--- src/rtl/seq_mul_pkg.sv ---
// Shared types and helpers for the iterative shift-add multiplier.
package seq_mul_pkg;

  typedef enum logic [1:0] {
    IDLE = 2'd0,
    BUSY = 2'd1,
    DONE = 2'd2
  } state_t;

  // Widest operand the magnitude helper can handle.
  localparam int MAX_W = 256;

  // Number of BUSY iterations for a given operand width and digit size.
  function automatic int calc_iters(input int width, input int digit);
    return width / digit;
  endfunction

  // Two's-complement magnitude when neg is set, otherwise pass-through.
  // Callers keep only their low WIDTH bits. The most negative value maps to
  // itself, which is the correct unsigned magnitude.
  function automatic logic [MAX_W-1:0] abs_w(input logic [MAX_W-1:0] x,
                                             input logic             neg);
    return neg ? (~x + MAX_W'(1)) : x;
  endfunction

endpackage

--- src/rtl/mul_digit_pp.sv ---
// Combinational WIDTH x DIGIT partial-product generator. Kept as its own
// block so the inner AND/add array can be optimised in isolation.
module mul_digit_pp #(
  parameter int WIDTH = 64,
  parameter int DIGIT = 4
) (
  input  logic [WIDTH-1:0]       a,
  input  logic [DIGIT-1:0]       d,
  output logic [WIDTH+DIGIT-1:0] pp
);

  // Sum of a shifted by each set bit of the digit.
  always_comb begin
    pp = '0;
    for (int i = 0; i < DIGIT; i++) begin
      if (d[i]) pp = pp + ((WIDTH+DIGIT)'(a) << i);
    end
  end

endmodule

--- src/rtl/seq_mul.sv ---
// Iterative signed/unsigned multiplier: DIGIT multiplier bits per cycle,
// valid/ready on both sides, one product per N+2 cycles.
module seq_mul
  import seq_mul_pkg::*;
#(
  parameter int WIDTH = 64,
  parameter int DIGIT = 4
) (
  input  logic                 clk,
  input  logic                 rst,
  input  logic                 in_valid,
  output logic                 in_ready,
  input  logic [WIDTH-1:0]     a,
  input  logic [WIDTH-1:0]     b,
  input  logic                 is_signed,
  output logic                 out_valid,
  input  logic                 out_ready,
  output logic [2*WIDTH-1:0]   mul
);

  localparam int N     = calc_iters(WIDTH, DIGIT);
  localparam int CNT_W = (N > 1) ? $clog2(N) : 1;

  if (WIDTH < 2 || DIGIT < 1 || DIGIT > WIDTH || (WIDTH % DIGIT) != 0 ||
      WIDTH > MAX_W) begin : g_bad_params
    $error("seq_mul: WIDTH must be >= 2, <= MAX_W and a multiple of DIGIT");
  end

  state_t               state, state_nxt;
  logic [WIDTH-1:0]     a_mag, b_mag;
  logic                 neg;
  logic [CNT_W-1:0]     cnt;
  logic [2*WIDTH-1:0]   acc, acc_nxt, pp_sh;
  logic [WIDTH+DIGIT-1:0] pp;
  logic [MAX_W-1:0]     a_abs, b_abs;
  logic                 last;

  // Operand magnitudes are taken only at the accept edge.
  assign a_abs = abs_w(MAX_W'(a), is_signed & a[WIDTH-1]);
  assign b_abs = abs_w(MAX_W'(b), is_signed & b[WIDTH-1]);

  mul_digit_pp #(.WIDTH(WIDTH), .DIGIT(DIGIT)) u_pp (
    .a  (a_mag),
    .d  (b_mag[DIGIT-1:0]),
    .pp (pp)
  );

  // Partial product lands at bit cnt*DIGIT of the double-width accumulator.
  assign pp_sh   = (2*WIDTH)'(pp) << (cnt * DIGIT);
  assign acc_nxt = acc + pp_sh;
  assign last    = (cnt == CNT_W'(N - 1));

  // State register.
  always_ff @(posedge clk) begin
    if (rst) state <= IDLE;
    else     state <= state_nxt;
  end

  // Next-state and handshake outputs.
  always_comb begin
    state_nxt = state;
    in_ready  = 1'b0;
    out_valid = 1'b0;
    case (state)
      IDLE: begin
        in_ready = 1'b1;
        if (in_valid) state_nxt = BUSY;
      end
      BUSY: begin
        if (last) state_nxt = DONE;
      end
      DONE: begin
        out_valid = 1'b1;
        if (out_ready) state_nxt = IDLE;
      end
      default: state_nxt = IDLE;
    endcase
  end

  // Operand capture, shift-add iteration and final sign fixup.
  always_ff @(posedge clk) begin
    if (rst) begin
      a_mag <= '0;
      b_mag <= '0;
      neg   <= 1'b0;
      cnt   <= '0;
      acc   <= '0;
      mul   <= '0;
    end else begin
      case (state)
        IDLE: begin
          if (in_valid) begin
            a_mag <= a_abs[WIDTH-1:0];
            b_mag <= b_abs[WIDTH-1:0];
            neg   <= is_signed & (a[WIDTH-1] ^ b[WIDTH-1]);
            cnt   <= '0;
            acc   <= '0;
          end
        end
        BUSY: begin
          acc   <= acc_nxt;
          b_mag <= b_mag >> DIGIT;
          cnt   <= cnt + CNT_W'(1);
          if (last) mul <= neg ? -acc_nxt : acc_nxt;
        end
        default: ;
      endcase
    end
  end

endmodule

--- config.mk ---
export PLATFORM = sky130hd
export DESIGN_NAME = seq_mul
export DESIGN_NICKNAME = d
export VERILOG_FILES = /design/src/rtl/seq_mul_pkg.sv /design/src/rtl/mul_digit_pp.sv /design/src/rtl/seq_mul.sv
export SDC_FILE = /design/constraint.sdc
export NUM_CORES = 2
export LEC_CHECK = 0
export ABC_AREA = 1
export BUFFER_PORTS_ARGS = -buffer_cell sky130_fd_sc_hd__buf_4
export CORE_UTILIZATION = 65
export DETAILED_ROUTE_END_ITERATION = 6
export PLACE_DENSITY = 0.89
export SYNTH_ARGS = -nofsm -noshare
export SYNTH_HDL_FRONTEND = slang
export SYNTH_SLANG_ARGS = --single-unit
--- constraint.sdc ---
create_clock -name clk -period 9.9 [get_ports clk]
set_input_delay 0.495 -clock clk [delete_from_list [all_inputs] [get_ports clk]]
set_output_delay 0.495 -clock clk [all_outputs]
set_load 0.05 [all_outputs]
==> reports/qor.log, run 1 <==
INFO  synthesis      yosysWarningCount=0
INFO  global_route   largest_net_degree_at_the_start_of_global_routing=205
INFO  status         run.stop_error=[ERROR GRT-0116] Global routing finished with congestion. Check the congestion regions in the DRC Viewer.
INFO  synthesis      syn_inst=10976
INFO  placement      place.detailed.instances=13654
INFO  cts            cts_buffers=48
INFO  global_route   total_grt_usage=93.6%
INFO  placement      dpl.hpwl=242mm
INFO  synthesis      syn_avg_cell_area=5.21um^2
INFO  status         outcome.stop_stage=5_1_grt
INFO  synthesis      post_synth_edffs=0
INFO  synthesis      synth.net_count=11426
INFO  placement      place_congestion=1.46
INFO  die            top_level_ports=263
INFO  cts            cts_root_buffer=sky130_fd_sc_hd__clkbuf_16
INFO  synthesis      async_reset_ff_share=0%
INFO  status         outcome=aborted with a tool error
INFO  synthesis      post_synth_instance_area=57200um^2
INFO  global_route   grt_first_pass_wirelength=654mm
INFO  die            initial_utilization=65.8%
INFO  synthesis      sequential_share_of_the_synthesized_area=13.7%
INFO  global_route   vias_in_the_first_global_route=108864
INFO  cts            htree_levels=2
INFO  die            overall_die_width=299um
INFO  synthesis      synth_seq_cells=391
INFO  die            die_height=299um
INFO  synthesis      post_synth_num_cell_types=62
INFO  cts            ctsLongestPathBuffers=3
INFO  placement      port_buffers=262
INFO  cts            ctsHoldBuffers=0
INFO  global_route   grt_overflow=3093
INFO  die            floorplan.rows=108
INFO  synthesis      yosys_most_used_dff=sky130_fd_sc_hd__dfxtp_1
INFO  cts            cts_num_sinks=391
-- stage by stage --
stage | util [%] | hold slack (ns) | setup TNS [ns] | area, um^2 | setup slack [ns]
3_5_place_dp | 82.0 | 0.462 | -196.34 | 71300 | -2.17
2_1_floorplan | - | 0.445 | 0 | 57200 | 1.30
3_3_place_gp | 82.0 | 0.453 | -120.24 | 71300 | -1.69
4_1_cts | 85.7 | 0.161 | -11.33 | 74500 | -0.265
-- routing by layer --
| layer | GRT overflow | global-route usage [%] |
|---|---|---|
| met2 | 1723 | 104 |
| met3 | 298 | 88.0 |
| met4 | 752 | 94.5 |
| met1 | 275 | 89.4 |
| met5 | 45 | 77.5 |
-- cells in the mapped netlist, types with 19 or more instances --
cell type / count / area [um^2]
sky130_fd_sc_hd__nand2_1: 3645 / 13700
sky130_fd_sc_hd__inv_1: 1644 / 6170
sky130_fd_sc_hd__nor2_1: 1218 / 4570
sky130_fd_sc_hd__nand3_1: 1110 / 5560
sky130_fd_sc_hd__a21oi_1: 711 / 3560
sky130_fd_sc_hd__o21ai_0: 467 / 2340
sky130_fd_sc_hd__dfxtp_1: 391 / 7830
sky130_fd_sc_hd__ha_1: 313 / 3920
sky130_fd_sc_hd__clkbuf_1: 223 / 837
sky130_fd_sc_hd__xor2_1: 147 / 1290
sky130_fd_sc_hd__nand4_1: 124 / 776
sky130_fd_sc_hd__nor3_1: 119 / 596
sky130_fd_sc_hd__a31oi_1: 81 / 507
sky130_fd_sc_hd__nand2_2: 68 / 425
sky130_fd_sc_hd__xnor2_1: 68 / 596
sky130_fd_sc_hd__buf_1: 55 / 206
sky130_fd_sc_hd__and2_1: 54 / 338
sky130_fd_sc_hd__nor2_2: 49 / 307
sky130_fd_sc_hd__o21bai_1: 43 / 323
sky130_fd_sc_hd__or2_2: 40 / 250
sky130_fd_sc_hd__o221ai_1: 38 / 333
sky130_fd_sc_hd__nand3b_1: 37 / 278
sky130_fd_sc_hd__o21ai_1: 34 / 170
sky130_fd_sc_hd__nor4_1: 33 / 206
sky130_fd_sc_hd__o211ai_1: 31 / 233
sky130_fd_sc_hd__inv_2: 29 / 109
sky130_fd_sc_hd__a21o_1: 27 / 203
sky130_fd_sc_hd__nand3_2: 27 / 270
sky130_fd_sc_hd__o21a_1: 23 / 173
sky130_fd_sc_hd__nor2_4: 19 / 214
-- kinds of logic after synthesis --
kind of cell               synth area share (%)
AOI/OAI and AO/OA                          14.6
muxes                                    0.0350
adders and majority gates                  6.99
buffers and inverters                      12.9
and+or+nand+nor                            48.4
DFF                                        13.7
xor gates and xnor gates                   3.32
-- timing repair --
item	4_1_cts
buffers inserted	25
endpoints found under the setup margin	186
pin swaps	61
gates resized for setup	413
==> inputs of run 2 (changes only) <==
--- a/config.mk
+++ b/config.mk
@@ -7,9 +7,9 @@
 export LEC_CHECK = 0
 export ABC_AREA = 1
 export BUFFER_PORTS_ARGS = -buffer_cell sky130_fd_sc_hd__buf_4
-export CORE_UTILIZATION = 65
+export CORE_UTILIZATION = 40
 export DETAILED_ROUTE_END_ITERATION = 6
-export PLACE_DENSITY = 0.89
+export PLACE_DENSITY_LB_ADDON = 0.15
 export SYNTH_ARGS = -nofsm -noshare
 export SYNTH_HDL_FRONTEND = slang
 export SYNTH_SLANG_ARGS = --single-unit
==> run 2 against run 1 <==
The flow now finishes, with violations (design-rule violations, max-slew violations, negative setup slack). Synthesized cell count did not move. Synthesized area did not move.
==> reports/qor.log, run 2 <==
INFO  die            initial_utilization=40.3%
INFO  cts            cts.reportedPaths.clkPinSlew=0.06ns
INFO  worst_hold_path hold_end=a_mag[14]
INFO  synthesis      synth_seq_cells=391
INFO  timing         worst_slew_pin_slew=1.57ns
INFO  status         failing_checks=design-rule violations, max-slew violations, negative setup slack
INFO  worst_setup_path r2r_setup_slack=-0.47ns
INFO  worst_setup_path arrival=10.97ns
INFO  worst_setup_path timing.critical_path.slowest_cell_delay=0.46ns
INFO  worst_hold_path hold_path_startpoint=a[14]
INFO  worst_setup_path reg2reg_depth=70
INFO  synthesis      synth.top_cells.by_area=sky130_fd_sc_hd__nand2_1, sky130_fd_sc_hd__dfxtp_1, sky130_fd_sc_hd__inv_1
INFO  cts            ctsHoldBuffers=0
INFO  cts            clock_insertion_delay_worst_skew=0.71ns
INFO  timing         finalMaxSlewViolations=84
INFO  timing         setup_repair_after_global_routing_missed_its_margin=true
INFO  die            core_area=142000um^2
INFO  cts            cts_num_sinks=391
INFO  routing        routed_wire_length_per_instance=21.9um
INFO  synthesis      synthDominantCellAreaShare=23.9%
INFO  worst_hold_path hold_depth=3
INFO  cts            cts_root_buffer=sky130_fd_sc_hd__clkbuf_16
INFO  timing         max_freq=96.5MHz
INFO  global_route   grt_first_pass_wirelength=487mm
INFO  layout         finalNetCount=14003
INFO  layout         fill_cells=13531
INFO  synthesis      synth.net_count=11426
INFO  timing         setup_viol_count_final=69
INFO  synthesis      post_synth_num_cell_types=62
INFO  worst_setup_path crit_fanout=7
INFO  cts            cts_buffers=51
INFO  placement      dpl.hpwl=277mm
INFO  worst_setup_path crit_slowest_cell=sky130_fd_sc_hd__dfxtp_4
INFO  timing         hold_viol_final=0
INFO  synthesis      post_synth_edffs=0
INFO  worst_setup_path path_class=reg -> reg
INFO  timing         post_layout_worst_setup_margin=-0.467ns
INFO  worst_hold_path hold_class=in -> reg
INFO  timing         layout_min_cycle_time=10.37ns
INFO  pwr            static-leakage-power=46.7nW
INFO  timing         timing.final.crit_share=105%
INFO  layout         final_cell_mix=sky130_fd_sc_hd__nand2_1, sky130_fd_sc_hd__buf_4, sky130_fd_sc_hd__inv_1, sky130_fd_sc_hd__nor2_1, sky130_fd_sc_hd__nand3_1
INFO  global_route   grt_overflow=0
INFO  worst_setup_path startpoint_type=flip-flop
INFO  die            floorplan.rows=138
INFO  worst_setup_path reg2reg_from=b_mag[0]
INFO  synthesis      post_synth_instance_area=57200um^2
INFO  synthesis      synth_area_leader_cell=sky130_fd_sc_hd__nand2_1
INFO  synthesis      netlist_top_cells_count=sky130_fd_sc_hd__nand2_1, sky130_fd_sc_hd__inv_1, sky130_fd_sc_hd__nor2_1
INFO  placement      place.detailed.instances=15254
INFO  cts            ctsLongestPathBuffers=3
INFO  placement      dp_slack=-2.47ns
INFO  status         outcome=complete, but fails checks
INFO  placement      place_congestion=1.16
INFO  die            dieArea=144000um^2
INFO  worst_setup_path crit_path_frequent_cell=sky130_fd_sc_hd__nand2_1
INFO  synthesis      syn_avg_cell_area=5.21um^2
INFO  routing        routed_wirelength=338mm
INFO  routing        dr_vias_cell=5.50
INFO  global_route   total_grt_usage=44.4%
INFO  global_route   largest_net_degree_at_the_start_of_global_routing=146
INFO  routing        detail-route-antenna-nets=0
INFO  cts            tritoncts=built
INFO  worst_setup_path worstSetupEndpointType=flip-flop
INFO  layout         area_delta_synth_final=60.2%
INFO  worst_setup_path critical_path.reg2reg.endpoint=mul[91]
INFO  worst_setup_path timing.critical_path.required=10.50ns
INFO  pwr            pwr_density_cell=95.8nW/um^2
INFO  layout         drive_above_1_share=36.1%
INFO  routing        detailedRoute.firstIterationViolations=10613
INFO  global_route   vias_in_the_first_global_route=79404
INFO  synthesis      yosysWarningCount=0
INFO  timing         timing.max_slew.rel_slack=-4.67%
INFO  placement      port_buffers=262
INFO  die            top_level_ports=263
INFO  synthesis      synth.most_common_cell=sky130_fd_sc_hd__nand2_1
INFO  synthesis      yosys_most_used_dff=sky130_fd_sc_hd__dfxtp_1
INFO  pwr            vdd.ir_drop.worst=148uV
INFO  synthesis      async_reset_ff_share=0%
INFO  cts            htree_levels=2
INFO  synthesis      syn_inst=10976
INFO  routing        via_count=85185
INFO  die            die_height=380um
INFO  layout         mostFrequentLayoutCell=sky130_fd_sc_hd__nand2_1
INFO  routing        post-route-drc-count=24
INFO  flow_run       max-cap-violations=0
INFO  timing         fin_skew=0.0769ns
INFO  layout         finish.cell_count_without_fillers=15488
INFO  routing        dr.pass1.iters=7
INFO  synthesis      sequential_share_of_the_synthesized_area=13.7%
INFO  die            overall_die_width=380um
INFO  global_route   antenna_found_initial=7
INFO  layout         largest_registers=acc: 128 flops, mul: 128 flops
run 2: worst max-delay path, delay by kind of cell (launching register included):
kind                     cells  cell delay, ns
AND/OR/NAND/NOR             40            4.88
buffers and inverters       16            2.08
AO/OA/AOI/OAI               10            1.65
adder cells (fa/ha/maj)      4            1.21
flip-flops                   1            0.46
run 2: how the worst max path moves through the flow:
stage,start,end,slack [ns],cells after the start
floorplan,b_mag[0],mul[105],1.30,67
global route,b_mag[0],mul[109],-0.85,72
finish,b_mag[0],mul[91],-0.47,70
global placement,b_mag[0],mul[76],-2.52,68
CTS,b_mag[0],mul[110],-0.005,80
detailed placement,b_mag[0],mul[76],-2.47,68
run 2: power breakdown:
part | switching [W] | leakage, nW | internal [W]
registers | 0.0000857 | 3.19 | 0.00165
logic | 0.00293 | 42.7 | 0.00200
clock network | 0.000896 | 0.891 | 0.00122
total | 0.00391 | 46.7 | 0.00487
run 2: kinds of logic (layout without fill, tap and decap cells):
kind of cell	count (synthesis)	count (layout)	share of synthesized area (%)
flip-flops	391	391	13.7
multiplexers	2	2	0.0350
AND/OR/NAND/NOR	6563	6563	48.4
XOR/XNOR	216	216	3.32
AO/OA/AOI/OAI	1520	1520	14.6
buffers and inverters	1967	4586	12.9
other	0	3	0
adder cells (fa/ha/maj)	317	317	6.99
run 2: area by class of cell:
class	instances	area, um^2	area share [%]
multi-input cells	8618	51200	55.9
clock inverters	32	439	0.479
diodes	3	7.51	0.00819
inverters	1682	6330	6.90
repair buffers	2809	22000	24.0
well taps	1890	2360	2.58
clock buffers	63	1400	1.53
flip-flops and latches	391	7850	8.57
run 2: what timing repair did:
item	in CTS	in global routing
buffers inserted	81	54
gates resized for setup	1399	947
endpoints found under the setup margin	191	167
pin swaps	303	372
hold endpoints to repair	0	0
gates cloned	0	2
run 2: metrics by stage:
stage	instance area [um^2]	total power, W	TNS, ns	hold WS, ns	util, %
final	91600	0.00878	-21.23	0.144	64.6
after CTS	87300	0.00831	-0.00713	0.123	61.6
after global routing	91600	0.00909	-57.58	0.146	64.6
after detailed placement	79200	0.00581	-266.28	0.462	55.9
after floorplan	57200	0.00367	0	0.445	-
after global placement	79200	0.00576	-267.95	0.453	55.9
run 2: routing by layer:
| layer | GRT usage, % | wire [um] | up-vias |
|---|---|---|---|
| met1 | 59.5 | 142000 | 39378 |
| met3 | 16.0 | 45300 | 839 |
| met5 | 0.397 | 143 | - |
| met4 | 19.4 | 17800 | 10 |
| li1 | - | - | 40281 |
| met2 | 63.0 | 134000 | 4677 |
Note: power is estimated with default switching activity, not from simulation.
